$ cat src/rtl/wave_director_pkg.sv
// Shared types and defaults for the wave sequencer and the score-side speed logic.
package wave_director_pkg;

  typedef enum logic [2:0] {
    ST_IDLE   = 3'd0,
    ST_SPAWN  = 3'd1,
    ST_ACTIVE = 3'd2,
    ST_CLEAR  = 3'd3,
    ST_GAP    = 3'd4
  } state_e;

  localparam logic [23:0] SPEED_BASE = 24'd400000;
  localparam logic [23:0] SPEED_STEP = 24'd2000;
  localparam logic [23:0] SPEED_MIN  = 24'd100000;

  localparam logic [24:0] SPAWN_TIMEOUT_DEF = 25'd1000000;
  localparam logic [24:0] GAP_CYCLES_DEF    = 25'd25000000;

  function automatic logic [7:0] sat_inc8(input logic [7:0] v);
    return (v == 8'hFF) ? v : v + 8'd1;
  endfunction

endpackage

$ cat src/rtl/wave_director_if.sv
// Game-state side <-> wave director signal bundle.
interface wave_director_if #(
  parameter int N_ENEMY = 4
);
  logic               pause;
  logic               game_start_on;
  logic               game_over_on;
  logic [15:0]        score;
  logic [N_ENEMY-1:0] enemy_active;
  logic [23:0]        wave_speed;
  logic [N_ENEMY-1:0] spawn_en;
  logic [7:0]         wave_num;
  logic               wave_clear;
  logic               intermission;

  modport master (
    output pause, game_start_on, game_over_on, score, enemy_active,
    input  wave_speed, spawn_en, wave_num, wave_clear, intermission
  );

  modport slave (
    input  pause, game_start_on, game_over_on, score, enemy_active,
    output wave_speed, spawn_en, wave_num, wave_clear, intermission
  );
endinterface

$ cat src/rtl/wave_director_speed_calc.sv
// Score-to-speed divisor: saturating multiply-subtract, registered (1-cycle latency).
module wave_speed_calc
  import wave_director_pkg::*;
(
  input  logic        clk,
  input  logic        rst_n,
  input  logic [15:0] score,
  output logic [23:0] wave_speed_q
);

  localparam logic [39:0] SPEED_RANGE = 40'(SPEED_BASE - SPEED_MIN);

  logic [39:0] prod;
  logic [23:0] wave_speed_d;

  always_comb begin
    prod = 40'(score) * 40'(SPEED_STEP);
    // prod < SPEED_RANGE < 2^24 on the subtract path, so truncation is exact
    if (prod >= SPEED_RANGE) begin
      wave_speed_d = SPEED_MIN;
    end else begin
      wave_speed_d = 24'(40'(SPEED_BASE) - prod);
    end
  end

  always_ff @(posedge clk or negedge rst_n) begin
    if (!rst_n) begin
      wave_speed_q <= SPEED_BASE;
    end else begin
      wave_speed_q <= wave_speed_d;
    end
  end

endmodule

$ cat src/rtl/wave_director.sv
// Wave sequencer: spawn gating, wave-clear detection, wave counting and intermission.
//   state     | meaning
//   IDLE      | title/game-over screen; nothing spawns
//   SPAWN     | spawn_en all ones until every enemy is up or timeout
//   ACTIVE    | wave in play; wait for all enemies inactive
//   CLEAR     | one-cycle wave_clear pulse, wave_num advanced
//   GAP       | intermission before next SPAWN
module wave_director
  import wave_director_pkg::*;
#(
  parameter int          N_ENEMY       = 4,
  parameter logic [24:0] SPAWN_TIMEOUT = SPAWN_TIMEOUT_DEF,
  parameter logic [24:0] GAP_CYCLES    = GAP_CYCLES_DEF
) (
  input  logic           clk,
  input  logic           rst_n,
  wave_director_if.slave bus
);

  localparam logic [24:0] SPAWN_LAST = SPAWN_TIMEOUT - 25'd1;
  localparam logic [24:0] GAP_LAST   = GAP_CYCLES - 25'd1;

  state_e             state_q, state_d;
  logic [24:0]        spawn_cnt_q, spawn_cnt_d;
  logic [24:0]        gap_cnt_q, gap_cnt_d;
  logic [7:0]         wave_num_q, wave_num_d;
  logic [N_ENEMY-1:0] spawn_en_q, spawn_en_d;
  logic               wave_clear_q, wave_clear_d;
  logic               intermission_q, intermission_d;
  logic [23:0]        wave_speed_q;
  logic               leave_game;

  wave_speed_calc u_speed (
    .clk          (clk),
    .rst_n        (rst_n),
    .score        (bus.score),
    .wave_speed_q (wave_speed_q)
  );

  assign leave_game = bus.game_over_on || bus.game_start_on;

  always_comb begin
    state_d     = state_q;
    spawn_cnt_d = spawn_cnt_q;
    gap_cnt_d   = gap_cnt_q;
    wave_num_d  = wave_num_q;

    // Screen change beats pause and every other transition
    if ((state_q != ST_IDLE) && leave_game) begin
      state_d     = ST_IDLE;
      spawn_cnt_d = '0;
      gap_cnt_d   = '0;
    end else if (!bus.pause) begin
      unique case (state_q)
        ST_IDLE: begin
          if (!leave_game) begin
            state_d    = ST_SPAWN;
            wave_num_d = '0;
          end
        end
        ST_SPAWN: begin
          if ((&bus.enemy_active) || (spawn_cnt_q == SPAWN_LAST)) begin
            state_d     = ST_ACTIVE;
            spawn_cnt_d = '0;
          end else begin
            spawn_cnt_d = spawn_cnt_q + 25'd1;
          end
        end
        ST_ACTIVE: begin
          if (bus.enemy_active == '0) begin
            state_d    = ST_CLEAR;
            wave_num_d = sat_inc8(wave_num_q);
          end
        end
        ST_CLEAR: begin
          state_d = ST_GAP;
        end
        ST_GAP: begin
          if (gap_cnt_q == GAP_LAST) begin
            state_d   = ST_SPAWN;
            gap_cnt_d = '0;
          end else begin
            gap_cnt_d = gap_cnt_q + 25'd1;
          end
        end
        default: begin
          state_d = ST_IDLE;
        end
      endcase
    end

    // Outputs follow the next state so they line up with the state register
    spawn_en_d     = (state_d == ST_SPAWN) ? '1 : '0;
    intermission_d = (state_d == ST_GAP);
    wave_clear_d   = (state_d == ST_CLEAR) && (state_q != ST_CLEAR);
  end

  always_ff @(posedge clk or negedge rst_n) begin
    if (!rst_n) begin
      state_q        <= ST_IDLE;
      spawn_cnt_q    <= '0;
      gap_cnt_q      <= '0;
      wave_num_q     <= '0;
      spawn_en_q     <= '0;
      wave_clear_q   <= 1'b0;
      intermission_q <= 1'b0;
    end else begin
      state_q        <= state_d;
      spawn_cnt_q    <= spawn_cnt_d;
      gap_cnt_q      <= gap_cnt_d;
      wave_num_q     <= wave_num_d;
      spawn_en_q     <= spawn_en_d;
      wave_clear_q   <= wave_clear_d;
      intermission_q <= intermission_d;
    end
  end

  assign bus.wave_speed   = wave_speed_q;
  assign bus.spawn_en     = spawn_en_q;
  assign bus.wave_num     = wave_num_q;
  assign bus.wave_clear   = wave_clear_q;
  assign bus.intermission = intermission_q;

endmodule

$ cat src/flat_wrapper.sv
// flat-port wrapper written by rule: the top's interface ports become plain ports
module wave_director_flat import wave_director_pkg::*;
#(
  parameter int          N_ENEMY       = 4,
  parameter logic [24:0] SPAWN_TIMEOUT = SPAWN_TIMEOUT_DEF,
  parameter logic [24:0] GAP_CYCLES    = GAP_CYCLES_DEF
)
  (clk, rst_n, bus_pause, bus_game_start_on, bus_game_over_on, bus_score, bus_enemy_active, bus_wave_speed, bus_spawn_en, bus_wave_num, bus_wave_clear, bus_intermission);
  wave_director_if #(.N_ENEMY(N_ENEMY)) bus_i ();
  input  logic clk;
  input  logic rst_n;
  input wire logic [$bits(bus_i.pause)-1:0] bus_pause;
  input wire logic [$bits(bus_i.game_start_on)-1:0] bus_game_start_on;
  input wire logic [$bits(bus_i.game_over_on)-1:0] bus_game_over_on;
  input wire logic [$bits(bus_i.score)-1:0] bus_score;
  input wire logic [$bits(bus_i.enemy_active)-1:0] bus_enemy_active;
  output wire logic [$bits(bus_i.wave_speed)-1:0] bus_wave_speed;
  output wire logic [$bits(bus_i.spawn_en)-1:0] bus_spawn_en;
  output wire logic [$bits(bus_i.wave_num)-1:0] bus_wave_num;
  output wire logic [$bits(bus_i.wave_clear)-1:0] bus_wave_clear;
  output wire logic [$bits(bus_i.intermission)-1:0] bus_intermission;
  assign bus_i.pause = bus_pause;
  assign bus_i.game_start_on = bus_game_start_on;
  assign bus_i.game_over_on = bus_game_over_on;
  assign bus_i.score = bus_score;
  assign bus_i.enemy_active = bus_enemy_active;
  assign bus_wave_speed = bus_i.wave_speed;
  assign bus_spawn_en = bus_i.spawn_en;
  assign bus_wave_num = bus_i.wave_num;
  assign bus_wave_clear = bus_i.wave_clear;
  assign bus_intermission = bus_i.intermission;
  wave_director #(.N_ENEMY(N_ENEMY), .SPAWN_TIMEOUT(SPAWN_TIMEOUT), .GAP_CYCLES(GAP_CYCLES)) u_core (.clk(clk), .rst_n(rst_n), .bus(bus_i));
endmodule
$ cat config.mk
export PLATFORM = sky130hd
export DESIGN_NAME = wave_director_flat
export DESIGN_NICKNAME = d
export VERILOG_FILES = /design/src/rtl/wave_director_pkg.sv /design/src/rtl/wave_director_if.sv /design/src/rtl/wave_director_speed_calc.sv /design/src/rtl/wave_director.sv /design/src/flat_wrapper.sv
export SDC_FILE = /design/constraint.sdc
export NUM_CORES = 1
export LEC_CHECK = 0
export BUFFER_PORTS_ARGS = -buffer_cell sky130_fd_sc_hd__buf_2
export CORE_UTILIZATION = 47
export CTS_CLUSTER_SIZE = 16
export DETAILED_ROUTE_END_ITERATION = 8
export PLACE_DENSITY = 0.67
export RECOVER_POWER = 100
export SYNTH_ARGS = -nofsm -noshare
export SYNTH_HDL_FRONTEND = slang
export SYNTH_HIERARCHICAL = 1
export SYNTH_SLANG_ARGS = --single-unit
$ cat constraint.sdc
create_clock -name clk -period 6.1 [get_ports clk]
set_clock_uncertainty 0.15 [all_clocks]
set_input_delay 0.305 -clock clk [delete_from_list [all_inputs] [get_ports clk]]
set_output_delay 0.305 -clock clk [all_outputs]
set_load 0.005 [all_outputs]
Word level (Yosys, flattened, before mapping)
Index checks and enable logic that the tools add are counted.
{ "word_totals": {"ff_bits": 91, "in_bits": 25, "out_inout_bits": 38, "wordCells": 66} }
{ "op_classes": {"addsub": 4, "multipliers": 1, "n_lt_le_gt_ge": 1, "eq_ne": 15, "mux": 21, "n_bitwise": 2, "reduce_logical": 14} }
{ "ops": {"columns": ["op", "count"], "rows": [
  ["2-to-1 mux 25 bit", 8],
  ["adder 25 x 1 -> 25 bit (second input constant)", 2],
  ["greater-or-equal comparator 27 x 19 -> 1 bit (second input constant)", 1],
  ["equality test 25 x 20 -> 1 bit (second input constant)", 1],
  ["equality test 25 bit (second input constant)", 1],
  ["2-to-1 mux 24 bit", 1],
  ["2-to-1 mux 8 bit", 3],
  ["subtractor 19 x 24 -> 24 bit (first input constant)", 1],
  ["multiplier 16 x 7 -> 23 bit (second input constant)", 1],
  ["2-to-1 mux 3 bit", 6],
  ["case mux 8 bit (2 select lines)", 1],
  ["case mux 3 bit (5 select lines)", 1],
  ["equality test 3 x 2 -> 1 bit (second input constant)", 3],
  ["adder 8 x 1 -> 8 bit (second input constant)", 1],
  ["equality test 8 bit (second input constant)", 1],
  ["equality test 3 x 1 -> 1 bit (second input constant)", 2],
  ["equality test 3 bit (second input constant)", 2],
  ["AND reduction 6 bit", 1],
  ["nonzero test 2 bit", 3],
  ["zero test 4 bit", 1],
  ["2-to-1 mux 4 bit", 1],
  ["!= test 2 x 1 -> 1 bit (second input constant)", 2],
  ["!= test 2 bit (second input constant)", 2],
  ["AND reduction 2 bit", 2],
  ["7 further kinds", 10]
]} }

Depth between registers and ports, before layout
{ "depth": {"ltp_word": 8, "depth_mapped": 19, "ltp_nobuf": 17} }

Hierarchy
Netlist, hierarchy kept.
{ "modules_own_cells": {"columns": ["module", "n_inst", "cells_per_inst", "area_per_inst_um2", "seq_area_each_um2"], "rows": [
  ["wave_speed_calc", 1, 404, 3821.2, 508.0],
  ["wave_director", 1, 418, 3594.7, 1601.5]
]} }

Worst setup path after synthesis
Ideal clock, no wire load.
{ "synth_timing": {"path_type": "input -> register", "from": "input port bus_score[10]", "to": "register u_core.u_speed.wave_speed_q[5]", "setup_ns": 0.131, "arrival_ns": 4.599, "required_time_ns": 5.819, "path_slack_ns": 1.220, "stages": 19, "cell_sequence": "inv_1 fa_1 fa_1 inv_1 fa_1 inv_1 fa_1 inv_1 ha_1 clkbuf_1 a21oi_1 o21ai_0 a311oi_1 nand3_1 xor2_1 nor3_1 nand3_1 buf_2 or3_1"} }
{ "synth_between": {"elab_chain_cells": 3} }
{ "synth_lines": {"columns": ["element", "line_no", "text"], "rows": [
  ["from (decl)", "flat_wrapper.sv:15", "input wire logic [$bits(bus_i.score)-1:0] bus_score;"],
  ["multiplier 16 x 7 -> 23 bit", "wave_director_speed_calc.sv:17", "prod = 40'(score) * 40'(SPEED_STEP);"],
  ["greater-or-equal comparator 27 x 19 -> 1 bit", "wave_director_speed_calc.sv:19", "if (prod >= SPEED_RANGE) begin"],
  ["2-to-1 mux 24 bit", "wave_director_speed_calc.sv:19", null],
  ["net u_core.u_speed.wave_speed_d[5]", "wave_director_speed_calc.sv:14", "logic [23:0] wave_speed_d;"],
  ["to (signal assigned)", "wave_director_speed_calc.sv:30", "wave_speed_q <= wave_speed_d;"],
  ["to (decl)", "wave_director_speed_calc.sv:8", "output logic [23:0] wave_speed_q"]
]} }
The timed path passes the listed nets, and every way through them passes these cells.
A chain may end at the register's enable or synchronous reset.

Final worst setup path
{ "layout_timing": {"from": "input port bus_score[6]", "to": "register u_core.u_speed.wave_speed_q[9]"} }
Same word-level chain as after synthesis.

==> summary by stage <==
Synthesis
After synthesis, the cell types taking the most area are sky130_fd_sc_hd__dfrtp_1 (26%), sky130_fd_sc_hd__fa_1 (15%), sky130_fd_sc_hd__ha_1 (9.6%), sky130_fd_sc_hd__inv_1 (4.9%), sky130_fd_sc_hd__o21ai_0 (3.6%). The largest total area in the synthesized netlist belongs to sky130_fd_sc_hd__dfrtp_1. The share of synthesized area in the top cell type comes to 0.263. The share of the Yosys chip area taken by registers is 0.284. The number of storage elements in the synthesis netlist is 84. The most common cell in the netlist is sky130_fd_sc_hd__inv_1.

In this run, distinct cell masters in the synthesized netlist total 69. By count the netlist is led by sky130_fd_sc_hd__inv_1 (97), sky130_fd_sc_hd__dfrtp_1 (78), sky130_fd_sc_hd__nand2_1 (59). The share of flip-flops with an asynchronous set or reset is 1.00. The number of flops mapped to enable cells by yosys is 0. Each instance of the synthesized netlist takes up on average around 9 um^2. The number of cells produced by synthesis is 822. Yosys printed 6 warnings.

Among all flip-flop cells after synthesis, the most frequent one is sky130_fd_sc_hd__dfrtp_1. After synthesis the cells add up to between 0.007 and 0.008 mm^2.

Clocking
Buffers added to address setup during post-CTS repair amount to 0. For this design, the sink count on the clock tree is between 80 and 90. No sink is reached through more buffers than the 2 on the longest clock path. The clock insertion delay at the later pin of the skew report is approximately 340 ps.

The clock tree synthesis step divided the H-tree into 3 levels. The clock root buffer is sky130_fd_sc_hd__clkbuf_16. The number of gates given a new drive strength after cts is 0.

The clock tree from TritonCTS is built. After clock tree synthesis, the clock-pin slew on the worst setup and hold paths is roughly 60 ps. The number of clock buffers inserted by TritonCTS is 9. Buffers inserted to repair hold after CTS numbered 1.

GRT
The pin count of the biggest net entering global routing is 70. For met1 alone, demand over resource in global routing was 0.281. The number of antenna violations at the first check in global routing is 0.

For this run, global-route usage on met2 was measured as 0.330. The number of global-route vias before repair is around 5,700. The global-route met3 utilization is 0.0214. In the global route stage, overall resource usage came out at 0.200. The total overflow left after global routing is 0. The wire length of the first global-routing pass is 26,700 um.

The most utilized layer in the global route result is met2.

Worst setup path
The depth of the worst register-to-register path is 8. The cell repeated most along the worst path is sky130_fd_sc_hd__fa_1. The minimum setup slack among reg-to-reg paths is between 2000 and 3000 ps. The type of element launching the critical path is an input port.

STA classifies the critical path endpoint as a flip-flop. In this run the critical register-to-register path is captured at u_core/spawn_cnt_q[10]. STA puts the critical path data arrival time at between 5000 and 6000 ps. In this run the worst path has a maximum fanout of 9. On the critical path, the stage with the largest delay is an instance of sky130_fd_sc_hd__or4_1. Traced cell by cell, the critical path runs through clkbuf_1 > inv_1 > fa_1 > fa_1 > fa_1 > fa_1 > inv_1 > ha_1 > a21oi_1 > nand2_1 > o211a_1 > o211ai_1 > o311ai_0 > o41ai_2 > nand3_1 > or4_1. The number of buffers and inverters on the critical path is 3. The startpoint identified for the worst register-to-register timing path is u_core/spawn_cnt_q[0]. The biggest cell delay along the critical path is 580 ps. The worst path required time is 6190 ps. The critical path in this run is classified as in2reg.

The cell family contributing the most delay on the critical path is adder cells.

Placed design
The count of buffers from port buffering is 58. Once detailed placement completed, the half-perimeter wirelength came to between 10,000 and 15,000 um. Routability-driven placement finished with a final weighted congestion of ~0.9.

Floorplanning
The I/O pin count is 63. The horizontal extent of the die is around 130 um. The die covers approximately 0.016 mm^2. The floorplan step defined a core boundary enclosing between 0.015 and 0.02 mm^2. In this run the vertical extent of the chip is between 100 and 150 um.

The floorplan has 45 rows. The initial utilization of the core area, before any placement, comes to 0.484.

Power
IR analysis of the VDD net gives a maximum drop of around 0.00023 V. The static power due to leakage is around 3.7 nW. The power density over the cells is around 410 mW/mm^2.

Outcome
The final reports fail on capacitance limit, slew limit. The run finished, with violations left.

Drt
The detailed router placed between 5,000 and 6,000 vias in this run. The sum of routed wire length over all layers is approximately 15,000 um. The average detailed-routed wire length per instance is 13.9 um. The number of DRC markers after the initial detailed-route iteration is around 420.

The first detailed-routing pass ran for 5 iterations. For this run, design rule violations remaining after detail routing come to 0. Using the TritonRoute via totals, the vias-per-cell ratio works out to around 5.4. The residual antenna-violating net count after detailed routing is 0.

Cells and area
Relative to the synthesized area, the layout overhead comes to 9.67%. The count of inserted antenna diode cells is 0. The number of nets in the final layout is 1,010.

Fill cells in the final layout number roughly 1,500. Summing all flip-flop and latch instances after layout gives 0.00211 mm^2. The multi-input gate area in the final layout is roughly 0.0048 mm^2.

The proportion of layout cells with a drive suffix above 1 is 0.0978.

Timing
The measured slew at the worst slew-check pin is 3580 ps. The number of hold violations in the final report was 0. In the finished design, the share of the clock period the worst path needs comes to 0.886. The final-layout setup total negative slack is 0 ps. For this run, the top clock speed supported by timing is 185 MHz. The total count of max-transition violations in the final report came to 70. Subtracting the final worst setup slack from the clock period gives 5400 ps. Setup violations remaining at the end of the flow were counted as 0.

The worst hold slack across all endpoints is approximately 240 ps. Setup repair after global routing left no endpoint under its margin. The normalized max-slew margin is -1.39.

Worst hold path
The source of the worst hold timing path is bus_score[0]. The hold path endpoint is u_core/u_speed/wave_speed_q[4]. Counting instances, the worst hold path has a depth of 3.

The tightest min-delay check is of the in2reg type.

Run
The tool flagged a number of max-cap violations equal to 1.
==> worst max-delay path by stage <==
stage	end	from	depth (start not counted)	slack, ps
CTS	u_core/u_speed/wave_speed_q[9]	bus_score[11]	18	820
global placement	u_core/u_speed/wave_speed_q[9]	bus_score[11]	18	540
finish	u_core/u_speed/wave_speed_q[9]	bus_score[6]	16	700
floorplan	u_core/u_speed/wave_speed_q[5]	bus_score[10]	19	1220
detailed placement	u_core/u_speed/wave_speed_q[9]	bus_score[11]	18	460
global route	u_core/u_speed/wave_speed_q[9]	bus_score[6]	16	270
==> where the power goes <==
part           total, W  switching [W]  internal [W]
Combinational   0.00222        0.00130      0.000912
Sequential     0.000607      0.0000239      0.000583
Clock          0.000509       0.000212      0.000297
==> cell families after synthesis <==
kind of cell / count (synthesis) / synth area share
and+or+nand+nor: 269 / 0.187
AOI/OAI and AO/OA: 182 / 0.160
buffers and inverters: 129 / 0.0702
adders and majority gates: 111 / 0.242
DFF: 84 / 0.284
xor gates and xnor gates: 40 / 0.0472
muxes: 6 / 0.00860
other: 1 / 0.000506
==> placed cells by master, fill, tap and decap left out, types with 4 or more instances in the layout <==
cell type                    n
sky130_fd_sc_hd__nand2_1    59
sky130_fd_sc_hd__and3_1     12
sky130_fd_sc_hd__o211ai_1    5
sky130_fd_sc_hd__fa_1       54
sky130_fd_sc_hd__nand2b_1    9
sky130_fd_sc_hd__and2_1      6
sky130_fd_sc_hd__o21ai_1     6
sky130_fd_sc_hd__nand3_1    42
sky130_fd_sc_hd__clkbuf_1   15
sky130_fd_sc_hd__a31oi_1    13
sky130_fd_sc_hd__o21bai_1    4
sky130_fd_sc_hd__xnor2_1    24
sky130_fd_sc_hd__or4_1       6
sky130_fd_sc_hd__ha_1       57
sky130_fd_sc_hd__nand4_1    18
sky130_fd_sc_hd__clkbuf_16   9
sky130_fd_sc_hd__inv_1      97
sky130_fd_sc_hd__a21o_1      8
sky130_fd_sc_hd__nor2b_1     4
sky130_fd_sc_hd__a22o_1      7
sky130_fd_sc_hd__nor3_1     27
sky130_fd_sc_hd__xor2_1     16
sky130_fd_sc_hd__or3_1       8
sky130_fd_sc_hd__nor2_1     48
sky130_fd_sc_hd__dfrtp_1    78
sky130_fd_sc_hd__conb_1      9
sky130_fd_sc_hd__o21a_1      4
sky130_fd_sc_hd__o21ai_0    54
sky130_fd_sc_hd__dfstp_2     4
sky130_fd_sc_hd__a21oi_1    36
sky130_fd_sc_hd__buf_2      48
sky130_fd_sc_hd__nor4_1     11
sky130_fd_sc_hd__o31ai_1    14
==> cell type report <==
class	count	area share
inverter	97	0.0448
clock inverter	4	0.00292
tap	211	0.0325
clock buffer	12	0.0315
timing repair buffer	65	0.0391
sequential	84	0.259
multi-input combinational	617	0.590
==> flip-flops by register name, summed over array words and instances (netlist names) <==
signal and count:
u_core/gap_cnt_q 25, u_core/bus.spawn_en 1, u_core/state_q 3, u_core/spawn_cnt_q 25
u_core/bus.wave_num 8, u_core/u_speed/wave_speed_q 20, u_core/bus.intermission 1, u_core/bus.wave_clear 1
==> per-stage QoR <==
stage | setup WS (ps) | power (W) | cells | instance area (um^2) | utilization
finish | 696 | 0.00333 | 1090 | 8130 | 0.531
global route | 272 | 0.00368 | 1090 | 8130 | 0.531
CTS | 821 | 0.00336 | 1090 | 8180 | 0.534
detailed placement | 462 | 0.00283 | 1073 | 7890 | 0.515
global placement | 539 | 0.00283 | 1073 | 7890 | 0.515
floorplan | 1220 | 0.00243 | 830 | 7450 | -
==> layer usage <==
metal	part of all wire	routed length, um
met5	0	0
met4	0.012	181
met1	0.49	7380
met2	0.47	7150
met3	0.028	430
==> worst reg2reg max path, cell delays in order, from the launching register on <==
cell                       delay, ps
sky130_fd_sc_hd__dfrtp_1         400
sky130_fd_sc_hd__ha_1            220
sky130_fd_sc_hd__nand2_1          80
sky130_fd_sc_hd__or4_1           580
sky130_fd_sc_hd__o21bai_1        150
sky130_fd_sc_hd__clkbuf_1        800
sky130_fd_sc_hd__nor2_1          470
sky130_fd_sc_hd__nand4_1         230
sky130_fd_sc_hd__o21ai_0          90
(Power assumes the default switching activity.)
